`src/rtl/fsm_plant_pkg.sv`:
```
// Shared types and constants for the fsm_plant climate/irrigation controller.
// State codes are plain localparams so older netlists keep the same encoding.
`timescale 1ns/1ps
package fsm_plant_pkg;

   localparam int TEMP_W  = 3;
   localparam int WATER_W = 4;

   typedef logic [TEMP_W-1:0]  temp_t;
   typedef logic [WATER_W-1:0] water_t;

   typedef logic [1:0] top_state_t;
   localparam logic [1:0] ST_IDLE  = 2'b00;
   localparam logic [1:0] ST_RUN   = 2'b01;
   localparam logic [1:0] ST_FAULT = 2'b10;

   typedef logic [1:0] climate_state_t;
   localparam logic [1:0] C_OFF     = 2'b00;
   localparam logic [1:0] C_HEAT    = 2'b01;
   localparam logic [1:0] C_COOL_LO = 2'b10;
   localparam logic [1:0] C_COOL_HI = 2'b11;

   typedef logic pump_state_t;
   localparam logic P_OFF = 1'b0;
   localparam logic P_ON  = 1'b1;

   localparam logic [1:0] AC_OFF     = 2'b00;
   localparam logic [1:0] AC_HEAT    = 2'b01;
   localparam logic [1:0] AC_COOL_LO = 2'b10;
   localparam logic [1:0] AC_COOL_HI = 2'b11;

   function automatic logic [1:0] ac_decode(input climate_state_t cs);
      logic [1:0] ac_v;
      case (cs)
         C_HEAT:    ac_v = AC_HEAT;
         C_COOL_LO: ac_v = AC_COOL_LO;
         C_COOL_HI: ac_v = AC_COOL_HI;
         C_OFF:     ac_v = AC_OFF;
         default:   ac_v = AC_OFF;
      endcase
      return ac_v;
   endfunction

endpackage

```
`src/rtl/fsm_plant_pump_ctrl.sv`:
```
// Irrigation pump hysteresis FSM with an optional on-time watchdog
// (FSM_PLANT_PUMP_WDOG_EN) that raises fault back to the top controller.
`timescale 1ns/1ps
module fsm_plant_pump_ctrl
   import fsm_plant_pkg::*;
#(
   parameter int WATER_ON  = 4,
   parameter int WATER_OFF = 12
`ifdef FSM_PLANT_PUMP_WDOG_EN
   ,
   parameter int PUMP_MAX_CYCLES = 16
`endif
) (
   input  logic               clk,
   input  logic               reset,
   input  logic               hold,
   input  logic [WATER_W-1:0] water,
   output logic               pump,
   output logic               fault
);

   localparam water_t ON_T  = water_t'(WATER_ON);
   localparam water_t OFF_T = water_t'(WATER_OFF);

   pump_state_t state_r;
   pump_state_t state_next_s;
   logic        pump_r;

   // Next pump state; hold forces OFF whenever the top is not running.
   always_comb begin
      state_next_s = P_OFF;
      if (hold) begin
         state_next_s = P_OFF;
      end else begin
         case (state_r)
            P_OFF:   if (water <= ON_T)  state_next_s = P_ON;  else state_next_s = P_OFF;
            P_ON:    if (water >= OFF_T) state_next_s = P_OFF; else state_next_s = P_ON;
            default: state_next_s = P_OFF;
         endcase
      end
   end

   // Pump state register and registered output decode.
   always_ff @(posedge clk or negedge reset) begin
      if (!reset) begin
         state_r <= P_OFF;
         pump_r  <= 1'b0;
      end else begin
         state_r <= state_next_s;
         pump_r  <= (state_next_s == P_ON);
      end
   end

   assign pump = pump_r;

`ifdef FSM_PLANT_PUMP_WDOG_EN
   localparam int CNT_W = $clog2(PUMP_MAX_CYCLES + 1);
   localparam logic [CNT_W-1:0] CNT_MAX = CNT_W'(PUMP_MAX_CYCLES);

   logic [CNT_W-1:0] cnt_r;
   logic [CNT_W-1:0] cnt_next_s;

   // Count of consecutive running cycles with the pump driven on, saturating.
   always_comb begin
      cnt_next_s = cnt_r;
      if (hold || (state_next_s != P_ON)) begin
         cnt_next_s = {CNT_W{1'b0}};
      end else if (cnt_r == CNT_MAX) begin
         cnt_next_s = cnt_r;
      end else begin
         cnt_next_s = cnt_r + {{(CNT_W-1){1'b0}}, 1'b1};
      end
   end

   // Watchdog counter register.
   always_ff @(posedge clk or negedge reset) begin
      if (!reset) begin
         cnt_r <= {CNT_W{1'b0}};
      end else begin
         cnt_r <= cnt_next_s;
      end
   end

   assign fault = (cnt_r == CNT_MAX);
`else
   assign fault = 1'b0;
`endif

endmodule

```
`src/rtl/fsm_plant.sv`:
```
// Smart-farm climate/irrigation controller top: run FSM plus climate FSM.
// Optional pump watchdog and FAULT state enabled by FSM_PLANT_PUMP_WDOG_EN.
`timescale 1ns/1ps
module fsm_plant
   import fsm_plant_pkg::*;
#(
   parameter int TEMP_HEAT_ON     = 1,
   parameter int TEMP_HEAT_OFF    = 3,
   parameter int TEMP_COOL_LO_ON  = 5,
   parameter int TEMP_COOL_HI_ON  = 6,
   parameter int TEMP_COOL_HI_OFF = 4,
   parameter int TEMP_COOL_OFF    = 3,
   parameter int WATER_ON         = 4,
   parameter int WATER_OFF        = 12
`ifdef FSM_PLANT_PUMP_WDOG_EN
   ,
   parameter int PUMP_MAX_CYCLES  = 16
`endif
) (
   input  logic               clk,
   input  logic               reset,
   input  logic               start,
   input  logic [TEMP_W-1:0]  temperature,
   input  logic [WATER_W-1:0] water,
   output logic [1:0]         ac,
   output logic               pump
);

   localparam temp_t HEAT_ON_T     = temp_t'(TEMP_HEAT_ON);
   localparam temp_t HEAT_OFF_T    = temp_t'(TEMP_HEAT_OFF);
   localparam temp_t COOL_LO_ON_T  = temp_t'(TEMP_COOL_LO_ON);
   localparam temp_t COOL_HI_ON_T  = temp_t'(TEMP_COOL_HI_ON);
   localparam temp_t COOL_HI_OFF_T = temp_t'(TEMP_COOL_HI_OFF);
   localparam temp_t COOL_OFF_T    = temp_t'(TEMP_COOL_OFF);

   top_state_t     top_r;
   top_state_t     top_next_s;
   climate_state_t climate_r;
   climate_state_t climate_next_s;
   logic [1:0]     ac_r;
   logic           hold_s;
   logic           fault_s;
   logic           pump_s;

   // Run/idle/fault control; start low always returns to IDLE.
   always_comb begin
      top_next_s = ST_IDLE;
      if (!start) begin
         top_next_s = ST_IDLE;
      end else begin
         case (top_r)
            ST_IDLE:  top_next_s = ST_RUN;
            ST_RUN:   if (fault_s) top_next_s = ST_FAULT; else top_next_s = ST_RUN;
`ifdef FSM_PLANT_PUMP_WDOG_EN
            ST_FAULT: top_next_s = ST_FAULT;
`endif
            default:  top_next_s = ST_IDLE;
         endcase
      end
   end

   // Sub-FSMs only evaluate on edges that land in RUN (including IDLE->RUN).
   assign hold_s = (top_next_s != ST_RUN);

   // Climate hysteresis; COOL_HI must step down through COOL_LO.
   always_comb begin
      climate_next_s = climate_r;
      if (hold_s) begin
         climate_next_s = C_OFF;
      end else begin
         case (climate_r)
            C_OFF: begin
               if (temperature <= HEAT_ON_T)          climate_next_s = C_HEAT;
               else if (temperature >= COOL_HI_ON_T)  climate_next_s = C_COOL_HI;
               else if (temperature == COOL_LO_ON_T)  climate_next_s = C_COOL_LO;
               else                                   climate_next_s = C_OFF;
            end
            C_HEAT: begin
               if (temperature >= HEAT_OFF_T) climate_next_s = C_OFF;
               else                           climate_next_s = C_HEAT;
            end
            C_COOL_LO: begin
               if (temperature >= COOL_HI_ON_T)    climate_next_s = C_COOL_HI;
               else if (temperature <= COOL_OFF_T) climate_next_s = C_OFF;
               else                                climate_next_s = C_COOL_LO;
            end
            C_COOL_HI: begin
               if (temperature <= COOL_HI_OFF_T) climate_next_s = C_COOL_LO;
               else                              climate_next_s = C_COOL_HI;
            end
            default: climate_next_s = C_OFF;
         endcase
      end
   end

   // Top and climate state registers with registered ac decode.
   always_ff @(posedge clk or negedge reset) begin
      if (!reset) begin
         top_r     <= ST_IDLE;
         climate_r <= C_OFF;
         ac_r      <= AC_OFF;
      end else begin
         top_r     <= top_next_s;
         climate_r <= climate_next_s;
         ac_r      <= ac_decode(climate_next_s);
      end
   end

   fsm_plant_pump_ctrl #(
      .WATER_ON        (WATER_ON),
      .WATER_OFF       (WATER_OFF)
`ifdef FSM_PLANT_PUMP_WDOG_EN
      ,
      .PUMP_MAX_CYCLES (PUMP_MAX_CYCLES)
`endif
   ) u_pump_ctrl (
      .clk   (clk),
      .reset (reset),
      .hold  (hold_s),
      .water (water),
      .pump  (pump_s),
      .fault (fault_s)
   );

   assign ac   = ac_r;
   assign pump = pump_s;

endmodule

```
`config.mk`:
```
export PLATFORM = sky130hd
export DESIGN_NAME = fsm_plant
export DESIGN_NICKNAME = d
export VERILOG_FILES = /design/src/rtl/fsm_plant_pkg.sv /design/src/rtl/fsm_plant_pump_ctrl.sv /design/src/rtl/fsm_plant.sv
export SDC_FILE = /design/constraint.sdc
export NUM_CORES = 1
export LEC_CHECK = 0
export BUFFER_PORTS_ARGS = -buffer_cell sky130_fd_sc_hd__buf_2
export CAP_MARGIN = 20
export CORE_AREA = 5 5 42 44
export DETAILED_ROUTE_END_ITERATION = 10
export DIE_AREA = 0 0 47 49
export GPL_TIMING_DRIVEN = 0
export PLACE_DENSITY = 0.4
export SKIP_CTS_REPAIR_TIMING = 1
export SYNTH_ARGS = -nofsm -noshare
export SYNTH_HDL_FRONTEND = slang
export SYNTH_HIERARCHICAL = 1
export SYNTH_SLANG_ARGS = --single-unit
```
`constraint.sdc`:
```
create_clock -name clk -period 1.4 [get_ports clk]
set_clock_uncertainty 0.15 [all_clocks]
set_input_delay 0.21 -clock clk [delete_from_list [all_inputs] [get_ports clk]]
set_output_delay 0.21 -clock clk [all_outputs]
set_load 0.01 [all_outputs]
```
# --- Yosys cells after proc, flatten, opt, wreduce, memory -nomap -nowiden ---
# Cells that the tools add are included.
classes:
  bitwise_logic: 1
  magnitude_cmp: 7
  n_eq_ne: 9
  n_mux: 16
  n_reduce_logical: 4
op_table:
  columns: ["operator", "count"]
  rows:
  - ["$pmux W2 S4", 2]
  - ["$mux W2", 7]
  - ["$eq A2 B2 Y1 const B", 4]
  - ["$eq A2 B1 Y1 const B", 3]
  - ["$logic_not A2 Y1", 3]
  - ["$mux W1", 6]
  - ["$ge A4 B4 Y1 const B", 1]
  - ["$le A4 B3 Y1 const B", 1]
  - ["$eq A3 B3 Y1 const B", 1]
  - ["$ge A3 B2 Y1 const B", 1]
  - ["$ge A3 B3 Y1 const B", 1]
  - ["$le A3 B1 Y1 const B", 1]
  - ["$le A3 B2 Y1 const B", 1]
  - ["$le A3 B3 Y1 const B", 1]
  - ["$ne A2 B1 Y1 const B", 1]
  - ["$pmux W1 S2", 1]
  - ["$reduce_or A2 Y1", 1]
  - ["$not A1 Y1", 1]
totals:
  regBits: 7
  elab_cells: 41

# --- Longest topological paths before layout ---
logic_depth:
  depth_word: 8
  mapped_depth: 4
  mapped_depth_nobuf: 4

# --- Modules after synthesis ---
# Netlist, hierarchy kept.
modules_own_cells:
  columns: ["module", "instances", "cells_each", "area_per_inst_um2", "seq_area_each_um2"]
  rows:
  - ["fsm_plant", 1, 20, 227.7, 125.1]
  - ["fsm_plant_pump_ctrl", 1, 7, 73.8, 25.0]

# --- Least setup slack after synthesis ---
# OpenSTA, ideal clock, no wires.
synth_path:
  path_type: "flip-flop to flip-flop"
  from: "register top_r[1]"
  to: "register u_pump_ctrl.pump_r, in the netlist u_pump_ctrl/pump"
  setup_slack_ns: 0.293
  period_less_slack_ns: 1.107
  required_ns: 1.156
  arrival_ns: 0.863
  setup_time_ns: 0.094
  path_stages_with_launch: 5
  n_path_buf: 0
  cell_sequence: "dfrtp_1 > nand2b_1 > a21oi_2 > inv_1 > a221oi_2"
synth_between:
  elab_chain_len: 6
synth_rtl:
  columns: ["item", "line", "text"]
  rows:
  - ["start: declaration", "fsm_plant.sv:36", "top_state_t top_r;"]
  - ["start signal: assignment", "fsm_plant.sv:103", "top_r <= top_next_s;"]
  - ["$eq A2 B1 Y1 or $logic_not A2 Y1 (tied branches)", "fsm_plant.sv:51", "case (top_r)"]
  - ["$reduce_or A2 Y1 (no line) (*)", null, null]
  - ["$mux W1 (*)", null, null]
  - ["$mux W2 (*)", "fsm_plant.sv:48", "if (!start) begin"]
  - ["net top_next_s[0]", "fsm_plant.sv:37", "top_state_t top_next_s;"]
  - ["$ne A2 B1 Y1 (*)", "fsm_plant.sv:63", "assign hold_s = (top_next_s != ST_RUN);"]
  - ["net hold_s", "fsm_plant.sv:41", "logic hold_s;"]
  - ["$mux W1 (*)", "fsm_plant_pump_ctrl.sv:32", "if (hold) begin"]
  - ["net u_pump_ctrl.state_next_s", "fsm_plant_pump_ctrl.sv:26", "pump_state_t state_next_s;"]
  - ["end signal: assignment", "fsm_plant_pump_ctrl.sv:50", "pump_r <= (state_next_s == P_ON);"]
  - ["end: declaration", "fsm_plant_pump_ctrl.sv:27", "logic pump_r;"]
# Mark *: on every way through the listed nets, which the timed path passes. The rest lies on a longest branch.

# --- Worst setup path after layout ---
layout_path:
  from: "register ac_r[0], in the netlist ac[0]"
  to: "output ac[0]"
layout_lines:
  columns: ["item", "line", "text"]
  rows:
  - ["start: declaration", "fsm_plant.sv:40", "logic [1:0] ac_r;"]
  - ["start signal: assignment", "fsm_plant.sv:105", "ac_r <= ac_decode(climate_next_s);"]
  - ["end: declaration", "fsm_plant.sv:25", "output logic [1:0] ac,"]
# No word-level cell between the ends.

==> flow_summary.ini <==
[floorplanning]
ioPinCount = 13
start_util_pct = 21.52
fp.dieH_um = 49
die_area_um2 = 2303
die_w_um = 47
core_um2 = 1401
placementRows = 14

[cells_and_area]
area_delta_synth_final_pct = 40.66
n_antenna_cell = 0
drive_above_1_share_pct = 50.00
postLayoutCellArea_um2 = 424.2
finish.utilization_pct = 30.27
fillCellCount = 161
nets = 56

[place]
place_area_um2 = 381.6
portBuffers = 12
gp_congestion = 0.6796

[worst_setup_path]
reg2reg_slack_ns = 0.16
slowest_delay_ns = 0.44
cp_cell_sequence = buf_4 -> buf_2
worstSetupEndpointType = output port
worstSetupStartpointType = flop
critPathMaxFanout = 6
r2r_start = top_r[1]
critPathBufInv = 2
rr_worst_depth = 4
crit_type = reg2out
cpLargestDelayFamily = flip-flops
worstPathRequired_ns = 1.04
cp.arrival_ns = 0.97
slowest_stage = dfrtp_1
worstReg2RegEnd = u_pump_ctrl/pump

[sta]
finalSetupViolCount = 0
period_share_pct = 94.71
tns_ns = 0
final_hold_viol_count = 0
layout_min_cycle_time_ns = 1.326
rsz0062_at_grt = false
fmax_mhz = 754.2
slew_violations = 0

[synthesis]
netlist_area_um2 = 301.5
syn-instance-count = 27
yosysSeqAreaShare_pct = 49.79
syn-num-nets = 37
synth.distinct_cells = 17
avgSynthCellArea_um2 = 11.17
yosys_warnings = 6
ys_ff_latch = 6

[global_route]
grt_remaining_overflow = 0
grtUsageMet2_pct = 9.276
grt_pass1_vias = 229
busiest_layer = met2
grt_pass1_wl_um = 869
track_usage_pct = 5.803
met1_usage_pct = 4.018
gr-usage-met3_pct = 2.952
antenna_found_initial = 0
grt_max_degree = 7

[power_and_ir_drop]
p_leak_nw = 0.2104
power_density_nw_per_um2 = 990.0
irDropWorstVdd_mv = 0.4029

[outcome]
status = complete, no violations

[clock_tree]
numCtsBuffers = 3
htree_levels = 1
clk_pin_slew_ns = 0.04
cts_tree = built
clockRootBuffer = clkbuf_4
clock-sinks = 6
clock_latency_ns = 0.24
clockBufferDepth = 2

[worst_hold_path]
min_delay_path_depth = 3
hp-class = in2reg
min_to = u_pump_ctrl/pump
min_from = water[0]

[drt]
drt_wl_total_um = 635
postRouteAntennaNets = 0
wl_per_cell_um = 10.58
drt-initial-drc-count = 2
vias_per_cell = 4.183
route.detailed.drc = 0
num_vias = 251
firstDrtPassIters = 4

[run]
cap_violations = 0
synth_stat cells:
master    count  area, um^2
o21a_1        1       7.510
nor2_1        3       11.26
or2_1         1       6.260
a21oi_2       1       8.760
conb_1        1       3.750
a221oi_2      1       15.01
dfrtp_1       6       150.1
inv_1         1       3.750
and2b_2       1       8.760
or2b_1        1       7.510
o221a_2       2       22.52
a211oi_1      1       7.510
nand2_1       1       3.750
mux2i_1       1       10.01
nor3b_1       1       7.510
buf_4         2       15.01
nand2b_1      2       12.51
stage by stage:
step                worst slack, ns  hold WS, ns  instances  power (mW)
detailed placement           0.1378      -0.1065         55      0.2640
global route                0.03950      0.09683         60      0.4464
finish                      0.07409      0.08022         60      0.4199
CTS                         0.06118      -0.3695         58      0.4260
floorplan                    0.2932      -0.2356         27      0.2335
global placement             0.2091      -0.1106         55      0.2593
worst max path at each step:
stage / startpoint / to / depth (start not counted) / slack [ns]
after global routing: ac[0] / ac[0] / 2 / 0.04
after CTS: ac[0] / ac[0] / 2 / 0.06
after detailed placement: top_r[1] / u_pump_ctrl/pump / 4 / 0.14
after floorplan: top_r[1] / u_pump_ctrl/pump / 4 / 0.29
final: ac[0] / ac[0] / 2 / 0.07
after global placement: top_r[1] / u_pump_ctrl/pump / 4 / 0.21
registers in the layout (all words and copies together) (netlist names):
| name | cells |
|---|---|
| ac | 2 |
| top_r | 2 |
| climate_r | 1 |
| u_pump_ctrl/pump | 1 |
kinds of logic (layout without fill, tap and decap cells):
logic type             count (synthesis)  after routing  share of synthesized area, %
AOI/OAI and AO/OA                      6              6                         20.33
and+or+nand+nor                       10             10                         19.09
muxes                                  1              1                         3.320
buffers and inverters                  3             20                         6.221
other                                  1              1                         1.244
DFF                                    6              6                         49.79
layout by cell type (no fill, tap or decap):
cell type	instances
a211oi_1	1
a21oi_2	1
a221oi_2	1
and2b_2	1
buf_2	12
buf_4	2
clkbuf_4	3
conb_1	1
dfrtp_1	6
dlygate4sd3_1	2
inv_1	1
mux2i_1	1
nand2_1	1
nand2b_1	2
nor2_1	3
nor3b_1	1
o21a_1	1
o221a_2	2
or2_1	1
or2b_1	1
worst reg2reg max path, delay by kind of cell (launching register included):
family	cells	cell delay, ns
buffers and inverters	1	0.08
AND/OR/NAND/NOR	1	0.16
AO/OA/AOI/OAI	2	0.40
flip-flops	1	0.35
power breakdown:
| group | total, mW | internal [mW] | switching (mW) | leakage [nW] |
|---|---|---|---|---|
| Sequential | 0.195 | 0.186 | 0.00919 | 0.0795 |
| Combinational | 0.0694 | 0.0388 | 0.0305 | 0.117 |
| Clock | 0.156 | 0.0967 | 0.0591 | 0.0138 |
| Total | 0.420 | 0.321 | 0.0988 | 0.210 |
final cells by class:
type	instances	area, um^2	share of cell area, %
multi-input combinational	18	132.6	31.27
buffer	2	15.01	3.540
inverter	1	3.754	0.8850
timing repair buffer	14	80.08	18.88
tap	16	20.02	4.720
sequential	6	150.1	35.40
clock buffer	3	22.52	5.310
routing by layer:
metal | up-vias | routed length (um)
met5 | - | 0
met4 | 0 | 16
met3 | 2 | 54
met2 | 8 | 338
met1 | 114 | 226
li1 | 127 | -
Power figures use the tool's default switching activity.
